File: config.mk
export PLATFORM = sky130hd
export DESIGN_NAME = dram_read_master
export DESIGN_NICKNAME = d
export VERILOG_FILES = /design/src/rtl/dram_read_pkg.sv /design/src/rtl/dram_read_master.sv
export SDC_FILE = /design/constraint.sdc
export NUM_CORES = 1
export LEC_CHECK = 0
export ABC_AREA = 1
export BUFFER_PORTS_ARGS = -buffer_cell sky130_fd_sc_hd__clkbuf_2
export CORE_AREA = 2 2 158 160
export DETAILED_ROUTE_END_ITERATION = 16
export DIE_AREA = 0 0 160 162
export GPL_TIMING_DRIVEN = 0
export PLACE_DENSITY = 0.67
export SETUP_SLACK_MARGIN = 0.4
export SLEW_MARGIN = 5
export SYNTH_ARGS = -nofsm -noshare
export SYNTH_HDL_FRONTEND = slang
export SYNTH_SLANG_ARGS = --single-unit
File: constraint.sdc
create_clock -name m_axi_aclk -period 6.3 [get_ports m_axi_aclk]
set_input_delay 1.26 -clock m_axi_aclk [delete_from_list [all_inputs] [get_ports m_axi_aclk]]
set_output_delay 1.26 -clock m_axi_aclk [all_outputs]
set_load 0.01 [all_outputs]
File: src/rtl/dram_read_pkg.sv
// Shared types and constants for the AXI4 DRAM read master.
// Used by dram_read_master (optional rlast checking under DRAM_READ_RLAST_CHECK_EN).
package dram_read_pkg;

    typedef enum logic [1:0] {
        IDLE = 2'd0,
        ADDR = 2'd1,
        DATA = 2'd2
    } state_t;

    localparam logic [1:0] AXI_BURST_INCR = 2'b01;
    localparam logic [1:0] AXI_RESP_OKAY  = 2'b00;

    // AXI size code: log2 of the bytes per beat.
    function automatic logic [2:0] axi_size(input int data_width);
        int         bytes;
        logic [2:0] size;
        bytes = data_width / 8;
        size  = 3'd0;
        for (int i = 0; i < 8; i++) begin
            if ((1 << i) == bytes) begin
                size = 3'(i);
            end
        end
        return size;
    endfunction

endpackage

File: src/rtl/dram_read_master.sv
// AXI4 single-burst read master: one INCR burst per request, R beats returned registered.
// Define DRAM_READ_RLAST_CHECK_EN to enable the beat-count versus rlast protocol check.
module dram_read_master
    import dram_read_pkg::*;
#(
    parameter int DRAM_ADDR_WIDTH = 39,
    parameter int DRAM_DATA_WIDTH = 128,
    parameter int AXI_ID_WIDTH    = 16,
    parameter int AXI_ID          = 0
) (
    input  logic                       m_axi_aclk,
    input  logic                       m_axi_areset,
    input  logic [DRAM_ADDR_WIDTH-1:0] dram_read_addr,
    input  logic [7:0]                 dram_read_len,
    input  logic                       dram_read_en,
    output logic                       dram_read_busy,
    output logic [DRAM_DATA_WIDTH-1:0] dram_read_data,
    output logic                       dram_read_data_valid,
    input  logic                       dram_read_err_clr,
    output logic                       dram_read_error,
    output logic                       dram_read_drop,
    output logic                       dram_read_proto_err,
    output logic [DRAM_ADDR_WIDTH-1:0] m_axi_araddr,
    output logic [7:0]                 m_axi_arlen,
    output logic [2:0]                 m_axi_arsize,
    output logic [1:0]                 m_axi_arburst,
    output logic [AXI_ID_WIDTH-1:0]    m_axi_arid,
    output logic                       m_axi_arvalid,
    input  logic                       m_axi_arready,
    input  logic [DRAM_DATA_WIDTH-1:0] m_axi_rdata,
    input  logic [1:0]                 m_axi_rresp,
    input  logic                       m_axi_rlast,
    input  logic [AXI_ID_WIDTH-1:0]    m_axi_rid,
    input  logic                       m_axi_rvalid,
    output logic                       m_axi_rready
);

    localparam logic [2:0] ARSIZE = axi_size(DRAM_DATA_WIDTH);

    state_t                       state_q, state_d;
    logic [DRAM_ADDR_WIDTH-1:0]   araddr_q, araddr_d;
    logic [7:0]                   arlen_q, arlen_d;
    logic                         arvalid_q, arvalid_d;
    logic                         rready_q, rready_d;
    logic                         busy_q, busy_d;
    logic [DRAM_DATA_WIDTH-1:0]   data_q, data_d;
    logic                         data_valid_q, data_valid_d;
    logic                         error_q, error_d;
    logic                         drop_q, drop_d;

    logic ar_hs;
    logic r_hs;

    assign ar_hs = arvalid_q & m_axi_arready;
    assign r_hs  = rready_q & m_axi_rvalid;

    always_comb begin
        state_d      = state_q;
        araddr_d     = araddr_q;
        arlen_d      = arlen_q;
        data_d       = data_q;
        data_valid_d = r_hs;
        if (r_hs) begin
            data_d = m_axi_rdata;
        end

        case (state_q)
            IDLE: begin
                if (dram_read_en) begin
                    araddr_d = dram_read_addr;
                    arlen_d  = dram_read_len;
                    state_d  = ADDR;
                end
            end
            ADDR: begin
                if (ar_hs) begin
                    state_d = DATA;
                end
            end
            DATA: begin
                // Only rlast ends the burst, even if the beat count disagrees.
                if (r_hs && m_axi_rlast) begin
                    state_d = IDLE;
                end
            end
            default: state_d = IDLE;
        endcase

        arvalid_d = (state_d == ADDR);
        rready_d  = (state_d == DATA);
        busy_d    = (state_d != IDLE);

        // Sticky flags: a set event in the clearing cycle takes priority.
        error_d = (error_q & ~dram_read_err_clr) | (r_hs & m_axi_rresp[1]);
        drop_d  = (drop_q & ~dram_read_err_clr) | (dram_read_en & (state_q != IDLE));
    end

    always_ff @(posedge m_axi_aclk or posedge m_axi_areset) begin
        if (m_axi_areset) begin
            state_q      <= IDLE;
            araddr_q     <= '0;
            arlen_q      <= '0;
            arvalid_q    <= 1'b0;
            rready_q     <= 1'b0;
            busy_q       <= 1'b0;
            data_q       <= '0;
            data_valid_q <= 1'b0;
            error_q      <= 1'b0;
            drop_q       <= 1'b0;
        end else begin
            state_q      <= state_d;
            araddr_q     <= araddr_d;
            arlen_q      <= arlen_d;
            arvalid_q    <= arvalid_d;
            rready_q     <= rready_d;
            busy_q       <= busy_d;
            data_q       <= data_d;
            data_valid_q <= data_valid_d;
            error_q      <= error_d;
            drop_q       <= drop_d;
        end
    end

`ifdef DRAM_READ_RLAST_CHECK_EN
    logic [7:0] beat_q, beat_d;
    logic       proto_err_q, proto_err_d;

    // beat_q holds the zero-based index of the beat currently being accepted.
    always_comb begin
        beat_d = beat_q;
        if (ar_hs) begin
            beat_d = '0;
        end else if (r_hs) begin
            beat_d = beat_q + 8'd1;
        end
        proto_err_d = (proto_err_q & ~dram_read_err_clr)
                    | (r_hs & ((beat_q == arlen_q) != m_axi_rlast));
    end

    always_ff @(posedge m_axi_aclk or posedge m_axi_areset) begin
        if (m_axi_areset) begin
            beat_q      <= '0;
            proto_err_q <= 1'b0;
        end else begin
            beat_q      <= beat_d;
            proto_err_q <= proto_err_d;
        end
    end

    assign dram_read_proto_err = proto_err_q;
`else
    assign dram_read_proto_err = 1'b0;
`endif

    logic unused_ok;
    assign unused_ok = ^{m_axi_rid, m_axi_rresp[0]};

    assign dram_read_busy       = busy_q;
    assign dram_read_data       = data_q;
    assign dram_read_data_valid = data_valid_q;
    assign dram_read_error      = error_q;
    assign dram_read_drop       = drop_q;
    assign m_axi_araddr         = araddr_q;
    assign m_axi_arlen          = arlen_q;
    assign m_axi_arsize         = ARSIZE;
    assign m_axi_arburst        = AXI_BURST_INCR;
    assign m_axi_arid           = AXI_ID_WIDTH'(AXI_ID);
    assign m_axi_arvalid        = arvalid_q;
    assign m_axi_rready         = rready_q;

endmodule
Yosys cells after proc, flatten, opt, wreduce, memory -nomap -nowiden --
Index checks and enable logic that the tools add are counted.
Word-level totals: register bits after elaboration 183, input bits 200, output and inout port bits 203, logic and storage cells 32
Cells by class: equal/unequal tests 4, muxes and demuxes 4, bitwise gates (word level) 9, reductions and logical operators 5
Operator list (number):
- 1-bit AND | 6
- 2-bit two-way mux | 3
- 2-bit one-hot mux with 3 select lines | 1
- 2-bit by 1-bit == test with 1-bit output, second input constant | 2
- 2-bit == test, second input constant | 2
- 2-bit nonzero test | 2
- 2-bit logical NOT | 1
- 1-bit bitwise OR | 2
- 2-bit AND reduction | 1
- 1-bit logical AND | 1
- 1-bit NOT | 1

Depth between registers and ports, before layout --
depth in word-level cells 5, depth in mapped cells 6, depth with buffers taken out 6

Worst setup path before layout --
Ideal clock, no wire load.
path kind input port to flip-flop, from input port m_axi_rvalid, to register data_q[0] (netlist: dram_read_data[0]), setup time 0.116 ns, data arrival time 1.775 ns, required time 6.184 ns, slack 4.408 ns, cell stages on the path 6, buffers on the path 2, cell sequence nand2_1 -> inv_2 -> buf_4 -> buf_2 -> nand2_1 -> nand2_1
On the way: cells in the longest elaborated chain, start to end 1
Ends and longest elaborated chain:
- start, declared | RTL line dram_read_master.sv:34 | input logic m_axi_rvalid,
- 1-bit AND | RTL line dram_read_master.sv:55 | assign r_hs = rready_q & m_axi_rvalid;
- end signal, assigned | RTL line dram_read_master.sv:117 | data_q <= data_d;
- end, declared | RTL line dram_read_master.sv:46 | logic [DRAM_DATA_WIDTH-1:0] data_q, data_d;
No other way between the ends. A chain may end at the register's enable or synchronous reset.

Worst setup path in the final report --
from register data_q[36] (netlist: dram_read_data[36]), to output port dram_read_data[36]
RTL lines:
- end, declared | RTL line dram_read_master.sv:17 | output logic [DRAM_DATA_WIDTH-1:0] dram_read_data,
No word-level cell between the ends.

==> impl_results.md <==
- Slew Viols, Final: 0
- Reg2Reg Setup Slack: 4.93 ns
- Critical Path, Cell by Cell: clkbuf_2
- Critical Path Source Type: flip-flop
- Hold/Removal Path Class: flip-flop to flip-flop
- Final WS setup: 4.05 ns
- Syn Area/Cell: 8.88 um^2
- Num CTS Buffers: 17
- CP max FO: 2
- Crit path max-delay family: flip-flops
- Post-CTS Setup Bufs: 0
- Top cell type's share of synthesized area: 0.643
- Status: complete, no violations
- First-pass GRT wire length: 33600 um
- Initial Util: 0.296
- Max_slew headroom: 0.650
- Period utilization: 0.358
- Fin crit period: 2.25 ns
- Cell with the most instances after synthesis: nand2_1
- Post-CTS Resized: 0
- Critical path's slowest cell: dfrtp_1
- Hold-fix buffers, CTS: 0
- Type of the worst setup path: flip-flop to output port
- Required time worst endpoint: 5.04 ns
- Clock slew at reported path FFs: 0.08 ns
- DRT antenna net count: 0
- CORE AREA: 0.0241 mm^2
- #FFs+latches synth: 183
- Largest net degree at the start of global routing: 41
- Clock latency on the worst-skew pair: 0.42 ns
- Unrepaired setup endpoints after global routing: false
- Area Overhead vs Synth: 42.0%
- Detailed Routing Iterations Pass 1: 4
- Yosys warning count: 0
- Overall routed net length: 21300 um
- I/O pins: 403
- Vias: 6454
- Std cell rows: 57
- Gate Count Post-Synth: 803
- Register area share after synthesis: 0.643
- Skew final: 0.0130 ns
- Worst Path Buf+Inv: 1
- Initial antenna violation count: 0
- Clk sinks: 183
- Nets@finish: 1410
- Setup TNS: 0 ns
- CTS root buffer: clkbuf_16
- Final setup viols: 0
- Die width: 160 um
- Synth area leaders: dfrtp_1 64%, nand2_1 26%, nand3_1 3.4%, buf_4 2.9%, buf_2 2.3%
- Global Route Usage Sum: 0.163
- Leak Pwr: 6.06 nW
- FILL cells: 2498
- DRC violations left: 0
- Mapped cell area: 0.00713 mm^2
- Final hold violation count: 0
- CP Capture Type: output port
- Hpwl dp: 16600 um
- Cell taking the most area after synthesis: dfrtp_1
- CTS tree: built
- Power Dens Cells: 480 mW/mm^2
- Die outline area: 0.0259 mm^2
- CP peak stage delay: 0.43 ns
- Commonest cells post-synth: 490 x nand2_1, 183 x dfrtp_1, 48 x nand3_1
- Top_reg_cell synth: dfrtp_1
- N_diodes: 0
- Fraction of layout cells with a size suffix above 1: 0.380
- Vias per cell: 4.17
- Async S/R FF share, synth: 1.00
- Total grt overflow: 0
- CP arrival: 0.99 ns
- Peak VDD IR: 0.000198 V
- Place WS: 3.89 ns
- Drt initial violations: 327
- Number of max-cap violations: 0
- IO buf count: 363
- Max Clock Freq: 0.444 GHz
- Routability cong.: 0.823
- Worst-Margin Slew: 0.526 ns
- Distinct cells, synth: 14
- WL/cell: 13.7 um
- Deepest clock path buffer count: 2
- Vias in the first global route: 6479
- DIE HEIGHT: 162 um
- Number of synthesized flops with an enable pin: 0
- # H-tree levels: 4
==> placed cells by master (no fill, tap or decap) <==
cell and instances:
buf_4 28, buf_2 33, nor2_1 2, clkinv_8 1
buf_12 5, o21ai_0 3, clkinv_4 3, conb_1 22
inv_8 4, clkinvlp_4 1, nor2_2 1, inv_2 1
inv_1 7, buf_1 1, nand3_1 48, clkbuf_16 17
buf_6 1, clkbuf_1 2, nand2_1 490, clkbuf_2 363
clkbuf_8 3, dfrtp_1 183, inv_6 4
==> where the power goes <==
| part | switching (mW) | total (mW) | leakage (nW) | internal (mW) |
|---|---|---|---|---|
| combinational | 1.06 | 1.77 | 3.49 | 0.716 |
| sequential | 0.303 | 2.02 | 2.28 | 1.72 |
| clock | 0.504 | 1.06 | 0.293 | 0.560 |
| total | 1.86 | 4.86 | 6.06 | 3.00 |
==> registers in the layout, summed over array words and instances (netlist names) <==
signal	count
m_axi_arvalid	1
dram_read_drop	1
state_q	2
dram_read_error	1
dram_read_data	128
dram_read_busy	1
m_axi_arlen	8
m_axi_araddr	39
dram_read_data_valid	1
m_axi_rready	1
==> path summary, 6_finish.rpt <==
check	cells past startpoint	to	from
worst max-delay path	1	dram_read_data[36]	dram_read_data[36]$_DFFE_PP0N_
worst min-delay path	2	m_axi_araddr[6]$_DFFE_PP0P_	m_axi_araddr[6]$_DFFE_PP0P_
worst max register to register	5	dram_read_data[93]$_DFFE_PP0N_	m_axi_rready$_DFF_PP0_
worst min register to register	2	m_axi_araddr[6]$_DFFE_PP0P_	m_axi_araddr[6]$_DFFE_PP0P_
max in group asynchronous	5	dram_read_data[81]$_DFFE_PP0N_	m_axi_areset
min in group asynchronous	2	m_axi_araddr[25]$_DFFE_PP0P_	m_axi_areset
==> through the flow <==
step | instance area [um^2] | util | std cells | total power, mW | hold slack, ns
5_1_grt | 10100 | 0.420 | 1547 | 5.23 | 0.500
3_5_place_dp | 9530 | 0.395 | 1515 | 3.84 | 0.462
4_1_cts | 10100 | 0.420 | 1547 | 4.93 | 0.482
2_1_floorplan | 7210 | - | 823 | 2.96 | 0.506
3_3_place_gp | 9430 | 0.391 | 1510 | 3.78 | 0.454
6_report | 10100 | 0.420 | 1547 | 4.86 | 0.474
==> cells by family after synthesis <==
family	count (synthesis)	synth area share
AOI/OAI and AO/OA	3	0.00211
DFF	183	0.643
other	2	0.00105
buffers and inverters	74	0.0606
and+or+nand+nor	541	0.294
==> final cells by class <==
class | count | area [um^2] | share of cell area
clock buffer | 20 | 467 | 0.0461
sequential | 183 | 4580 | 0.453
buffer | 65 | 398 | 0.0393
inverter | 9 | 37.5 | 0.00371
timing repair buffer | 368 | 1920 | 0.189
clock inverter | 12 | 123 | 0.0121
tap | 324 | 405 | 0.0401
multi-input combinational | 566 | 2190 | 0.217
==> layer usage <==
layer  up-vias  track usage  wire length (um)
met3        24       0.0521              1660
met1      2955        0.197              8830
met4         0       0.0446               333
met5         -            0                 0
met2       260        0.280             10400
li1       3215            -                 -
(Power assumes the default switching activity.)
